[config.mk]
export PLATFORM = sky130hd
export DESIGN_NAME = sram_wb_writer
export DESIGN_NICKNAME = d
export VERILOG_FILES = /design/src/rtl/sram_wb_writer.sv
export SDC_FILE = /design/constraint.sdc
export NUM_CORES = 1
export LEC_CHECK = 0
export ABC_AREA = 1
export BUFFER_PORTS_ARGS = -buffer_cell sky130_fd_sc_hd__buf_2
export CAP_MARGIN = 20
export CELL_PAD_IN_SITES_DETAIL_PLACEMENT = 0
export CELL_PAD_IN_SITES_GLOBAL_PLACEMENT = 1
export CORE_UTILIZATION = 30
export CTS_CLUSTER_DIAMETER = 40
export DETAILED_ROUTE_END_ITERATION = 8
export HOLD_SLACK_MARGIN = 0.06
export PLACE_DENSITY_LB_ADDON = 0.1
export SYNTH_ARGS = -nofsm -noshare
export SYNTH_HDL_FRONTEND = slang
export SYNTH_SLANG_ARGS = --single-unit
[constraint.sdc]
create_clock -name wb_clk -period 1.7 [get_ports wb_clk]
set_clock_uncertainty 0.15 [all_clocks]
set_input_delay 0.17 -clock wb_clk [delete_from_list [all_inputs] [get_ports wb_clk]]
set_output_delay 0.17 -clock wb_clk [all_outputs]
set_load 0.1 [all_outputs]
[src/rtl/sram_wb_writer.sv]
// Wishbone B3 classic single-write master that stores one word per request into a circular SRAM buffer.
// Optional ack timeout is compiled in with `define SRAM_WB_TIMEOUT_EN.
module sram_wb_writer #(
  parameter int unsigned             ADDR_WIDTH     = 32,
  parameter logic [ADDR_WIDTH-1:0]   BASE_ADDR      = '0,
  parameter int unsigned             NUM_WORDS      = 16,
  parameter int unsigned             TIMEOUT_CYCLES = 255
) (
  input  logic                          wb_clk,
  input  logic                          wb_rst_n,
  input  logic                          sram_start,
  input  logic [31:0]                   sram_data_in,
  input  logic                          clear,
  output logic                          data_done,
  output logic [ADDR_WIDTH-1:0]         wb_adr_o,
  output logic [31:0]                   wb_dat_o,
  output logic [3:0]                    wb_sel_o,
  output logic                          wb_we_o,
  output logic                          wb_cyc_o,
  output logic                          wb_stb_o,
  input  logic                          wb_ack_i,
  input  logic                          wb_err_i,
  output logic [$clog2(NUM_WORDS)-1:0]  write_index,
  output logic                          wrapped,
  output logic                          error,
  output logic                          overrun
);

  localparam int unsigned IDX_W = $clog2(NUM_WORDS);

  if (NUM_WORDS < 2) begin : g_bad_num_words
    $error("NUM_WORDS must be at least 2");
  end
  if (BASE_ADDR[1:0] != 2'b00) begin : g_bad_base_addr
    $error("BASE_ADDR must be 4-byte aligned");
  end
  if (TIMEOUT_CYCLES < 1) begin : g_bad_timeout
    $error("TIMEOUT_CYCLES must be at least 1");
  end

  typedef enum logic [1:0] {
    IDLE  = 2'd0,
    WRITE = 2'd1,
    DONE  = 2'd2
  } state_t;

  state_t state, state_next;

  logic start_write;
  logic term;
  logic term_err;
  logic timeout;
  logic clear_pend;
  logic kill;
  logic idx_last;

  function automatic logic [ADDR_WIDTH-1:0] slot_addr(input logic [IDX_W-1:0] idx);
    return BASE_ADDR + (ADDR_WIDTH'(idx) << 2);
  endfunction

  assign start_write = (state == IDLE) && sram_start;
  assign term        = (state == WRITE) && (wb_ack_i || wb_err_i || timeout);
  // err wins over a simultaneous ack
  assign term_err    = wb_err_i || timeout;
  assign kill        = clear || clear_pend;
  assign idx_last    = (write_index == IDX_W'(NUM_WORDS - 1));

`ifdef SRAM_WB_TIMEOUT_EN
  localparam int unsigned TO_W = ($clog2(TIMEOUT_CYCLES + 1) > 8) ? $clog2(TIMEOUT_CYCLES + 1) : 8;

  logic [TO_W-1:0] to_cnt;

  always_ff @(posedge wb_clk or negedge wb_rst_n) begin
    if (!wb_rst_n) begin
      to_cnt <= '0;
    end else if (start_write) begin
      to_cnt <= '0;
    end else if (state == WRITE) begin
      to_cnt <= to_cnt + TO_W'(1);
    end
  end

  // Counter is 0 in the first WRITE cycle, so the bus is held for exactly TIMEOUT_CYCLES cycles
  assign timeout = (state == WRITE) && (to_cnt == TO_W'(TIMEOUT_CYCLES - 1));
`else
  assign timeout = 1'b0;
`endif

  always_ff @(posedge wb_clk or negedge wb_rst_n) begin
    if (!wb_rst_n) begin
      state <= IDLE;
    end else begin
      state <= state_next;
    end
  end

  always_comb begin
    state_next = state;
    case (state)
      IDLE:    if (sram_start) state_next = WRITE;
      WRITE:   if (term)       state_next = DONE;
      DONE:                    state_next = IDLE;
      default:                 state_next = IDLE;
    endcase
  end

  // Bus outputs: launch on request, hold through WRITE, release on termination
  always_ff @(posedge wb_clk or negedge wb_rst_n) begin
    if (!wb_rst_n) begin
      wb_adr_o  <= '0;
      wb_dat_o  <= '0;
      wb_sel_o  <= 4'h0;
      wb_we_o   <= 1'b0;
      wb_cyc_o  <= 1'b0;
      wb_stb_o  <= 1'b0;
      data_done <= 1'b0;
    end else begin
      data_done <= (state == DONE);
      if (start_write) begin
        wb_dat_o <= sram_data_in;
        wb_adr_o <= slot_addr(clear ? '0 : write_index);
        wb_sel_o <= 4'hF;
        wb_we_o  <= 1'b1;
        wb_cyc_o <= 1'b1;
        wb_stb_o <= 1'b1;
      end else if (term) begin
        wb_sel_o <= 4'h0;
        wb_we_o  <= 1'b0;
        wb_cyc_o <= 1'b0;
        wb_stb_o <= 1'b0;
      end
    end
  end

  // A clear seen during WRITE must leave the index at 0 even if the ack arrives later
  always_ff @(posedge wb_clk or negedge wb_rst_n) begin
    if (!wb_rst_n) begin
      clear_pend <= 1'b0;
    end else if (term) begin
      clear_pend <= 1'b0;
    end else if ((state == WRITE) && clear) begin
      clear_pend <= 1'b1;
    end
  end

  always_ff @(posedge wb_clk or negedge wb_rst_n) begin
    if (!wb_rst_n) begin
      write_index <= '0;
      wrapped     <= 1'b0;
      error       <= 1'b0;
    end else if (term) begin
      if (kill) begin
        write_index <= '0;
        wrapped     <= 1'b0;
        error       <= 1'b0;
      end else if (term_err) begin
        error <= 1'b1;
      end else if (idx_last) begin
        write_index <= '0;
        wrapped     <= 1'b1;
      end else begin
        write_index <= write_index + IDX_W'(1);
      end
    end else if (clear) begin
      write_index <= '0;
      wrapped     <= 1'b0;
      error       <= 1'b0;
    end
  end

  always_ff @(posedge wb_clk or negedge wb_rst_n) begin
    if (!wb_rst_n) begin
      overrun <= 1'b0;
    end else if (clear) begin
      overrun <= 1'b0;
    end else if (sram_start && (state != IDLE)) begin
      overrun <= 1'b1;
    end
  end

endmodule

Word level (Yosys, flattened, before mapping)
Cells that the tools add are included.
- reductions and logical operators: 15
- $add $sub $neg: 1
- shifts and indexed selects: 0
- div/mod/pow operators: 0
- mux-type cells: 24
- equal/unequal tests: 8
- multiply operators: 0
- bitwise gates (word level): 0
- $lt $le $gt $ge: 0
- operator list (cell ; count):
    $mux 4 ; 7
    $mux 1 ; 14
    $reduce_bool 2->1 ; 5
    $ne 3x2->1 const B ; 2
    $add 4x1->4 const B ; 1
    $eq 4x4->1 const B ; 1
    $logic_and 1x1->1 ; 4
    $mux 2 ; 2
    $ne 2x2->1 const B ; 2
    $pmux 2 s2 ; 1
    $reduce_and 2->1 ; 2
    $ne 3x1->1 const B ; 1
    $reduce_and 3->1 ; 1
    $eq 2x1->1 const B ; 1
    $eq 2x2->1 const B ; 1
    $logic_not 2->1 ; 1
    $logic_or 1x1->1 ; 2
- ROM bits: 0
- bits of input ports: 38
- bits in registers: 52
- memories: 0
- bits in writable memories: 0
- bits in latches: 0

Longest topological paths before layout
- depth after elaboration: 5
- mapped depth: 7

Worst setup path before layout
No wires, ideal clock.
- path kind: register to register
- start: reg write_index[1]
- end: reg wrapped
- setup slack: -0.304 ns
- required time: 1.428 ns
- cell stages (with the launch flop): 7
- clock period less this slack: 2.004 ns
- data arrival time: 1.732 ns
- cells stage by stage: dfrtp_1 > ha_1 > nand3_1 > nand3_2 > nand3_1 > nand2_1 > nand2_1
- word-level cells in the longest chain between the ends: 3
- ends and longest elaborated chain (element ; RTL line ; RTL):
    from (decl) ; 23 ; output logic [$clog2(NUM_WORDS)-1:0] write_index,
    from (signal assigned) ; 162 ; write_index <= write_index + IDX_W'(1);
    $eq 4x4->1 ; 66 ; assign idx_last = (write_index == IDX_W'(NUM_WORDS - 1));
    $ne 3x1->1 (no source line) ; n/a ;
    $reduce_and 3->1 (no source line) ; n/a ;
    to (signal assigned) ; 149 ; wrapped <= 1'b0;
    to (signal assigned) ; 154 ; wrapped <= 1'b0;
    to (signal assigned) ; 160 ; wrapped <= 1'b1;
    to (decl) ; 24 ; output logic wrapped,
No other way between the ends.
A chain may end at the register's enable or synchronous reset.

Worst setup path in the final report
- start: in wb_ack_i
- end: reg state[0]
- word-level cells in the longest chain between the ends: 4
- ends and longest elaborated chain (element ; RTL line ; RTL):
    from (decl) ; 21 ; input logic wb_ack_i,
    $logic_or 1x1->1 ; 62 ; assign term = (state == WRITE) && (wb_ack_i || wb_err_i || timeout);
    $logic_and 1x1->1 ; 62 ;
    $ne 2x2->1 (no source line) ; n/a ;
    $reduce_and 2->1 (no source line) ; n/a ;
    to (signal assigned) ; 93 ; state <= state_next;
    to (decl) ; 47 ; state_t state, state_next;
No other way between the ends.

==> metrics <==
status=finished, final reports clean; f_max=624 MHz; most frequent cells in the layout=130 x nand2_1, 88 x buf_2, 43 x dfrtp_1, 37 x dlygate4sd3_1, 28 x conb_1; Die Y=88.1 um; R2R Path End=overrun$_DFFE_PN0P_; reg2reg path depth=3; area taken by multi-input logic gates=787 um2; # Post-CTS Setup Buffers=0; CTS Sinks=48; Final nets=426; count of input and output buffers=88; fraction of layout cells with a size suffix above 1=0.296; initial antenna violation count=0; gr usage total=0.136; CP max-delay cell=dlygate4sd3_1; DR vias/cell=3.92; DR iter-0 viols=68; R2R setup slack=210 ps; CTS tree=yes; routed len/inst=10.6 um; FP Rows=31; RSZ-0062 raised after global routing=no; Ports=117; Final ANT Viol Nets=0; Final period util=0.943; CP max stage delay=570 ps; WP data required=1790 ps; startpoint class of the critical path=input port; clk slew on worst S/H paths=90 ps; final wirelength=5.18 mm; Core Box Area=7210 um2; HP Start=wb_err_i; CP endpoint=state[0]$_DFFE_PN0P_; min cycle time layout=1600 ps; synthesis warning total=0; Post-CTS Resized=0; RR Startpoint=state[0]$_DFFE_PN0P_; final hold violation count=0; CP arrival=1690 ps; most common cell after layout, fill and taps aside=nand2_1; clk buf depth=2; Remaining DRCs=0; type of the tightest min-delay check=input port to register; total CTS buffers=5; Critical Path Start=wb_ack_i; Worst-Skew Late Latency=290 ps; Yosys reg bits=48; chip width=88.1 um; Reg area=1210 um2; H-tree depth=2; Critical Path Sink Type=register; # setup viols final=0; Ant. Diodes=0; Final Wtd Congestion=0.754; vias post-DR=1911; Netlist cell types=20; GR Overflow Total=0; setup_tns=0 ps; Post-DP HPWL=3.41 mm; vias in the first global route=1694; Post-Syn Area per Cell=8.42 um2; first-pass GRT wire length=8.09 mm; largest net degree at the start of global routing=49; worst-path fanout max=2; Initial Util=0.308; die area=7760 um2; post-synthesis cell area=2220 um2; CP Cell Sequence=dlygate4sd3_1, buf_2, nor2_2, dlygate4sd3_1, nand2_1, nand2_1; hold_buf cts=37; clock root buffer=clkbuf_8; CP Class=input port to register; Post-Syn Instances=264; register area share after synthesis=0.541; DR pass1 iterations=4; Max-Cap Viols=0; area growth from synthesis to layout=41.6%; Filler cells=781; max-slew violations=0
[how the worst min path moves through the flow]
| stage | slack (ps) | cells after the start | to |
|---|---|---|---|
| after global placement | 30 | 2 | wb_dat_o[24]$_DFFE_PN0P_ |
| after detailed placement | 30 | 2 | wb_dat_o[23]$_DFFE_PN0P_ |
| after CTS | 70 | 4 | write_index[2]$_DFFE_PN0P_ |
| final | 80 | 4 | write_index[2]$_DFFE_PN0P_ |
| after global routing | 90 | 4 | write_index[2]$_DFFE_PN0P_ |
| after floorplan | -280 | 0 | clear_pend$_DFFE_PN0P_ |
[per-stage QoR]
stage / hold WS, ps / std cells / area (um2) / worst slack, ps / util
global route: 89.2 / 487 / 3150 / 32.9 / 0.436
detailed placement: 32.3 / 442 / 2650 / 344 / 0.368
CTS: 66.3 / 487 / 3150 / 101 / 0.436
finish: 80.0 / 487 / 3150 / 96.6 / 0.436
global placement: 30.8 / 442 / 2650 / 382 / 0.368
floorplan: -276 / 291 / 2330 / 39.3 / -
[kinds of logic (layout without fill, tap and decap cells)]
family	count (synthesis)	in the layout	share of synthesized area
xor gates and xnor gates	1	1	0.00394
buffers and inverters	53	150	0.151
adders and majority gates	1	1	0.00563
other	1	28	0.00169
AOI/OAI and AO/OA	9	9	0.0259
DFF	48	48	0.541
and+or+nand+nor	151	151	0.271
[flip-flops by register name (all words and copies together), names as in the netlist, 2 cells and up]
| register | cells |
|---|---|
| write_index | 4 |
| state | 2 |
| wb_dat_o | 32 |
| wb_adr_o | 4 |
[critical path, delay by kind of cell]
kind | cells | cell delay [ps]
buffers and inverters | 3 | 1240
AND/OR/NAND/NOR | 3 | 280
[synthesized netlist by cell type (all sizes together)]
library cell    n  share of area
xor2            1         0.0039
nand4           1         0.0028
dfrtp          48           0.54
o31ai           1         0.0034
nand3           7          0.020
nand2         130           0.22
buf            41           0.13
inv            12          0.020
o21a            1         0.0034
o21ai           6          0.017
a21oi           1         0.0023
conb            1         0.0017
nor2           13          0.029
ha              1         0.0056
[area by class of cell]
class                      count  share of cell area
sequential                    48               0.384
inverter                      12              0.0143
tap                           99              0.0394
multi-input combinational    190               0.250
timing repair buffer         130               0.274
clock inverter                 2              0.0123
clock buffer                   6              0.0263
[routing by layer]
metal  part of all wire  global-route usage  up-vias  wire (um)
met5                  0                   0        -          0
met2               0.49               0.230       69       2560
met1               0.45               0.171      859       2320
li1                   -                   -      981          -
met3              0.050              0.0349        2        259
met4             0.0079              0.0440        0         41
Power is left out: the tool's default activity adds up to more than one toggle a clock period on the data nets, which glitch-free logic cannot reach.
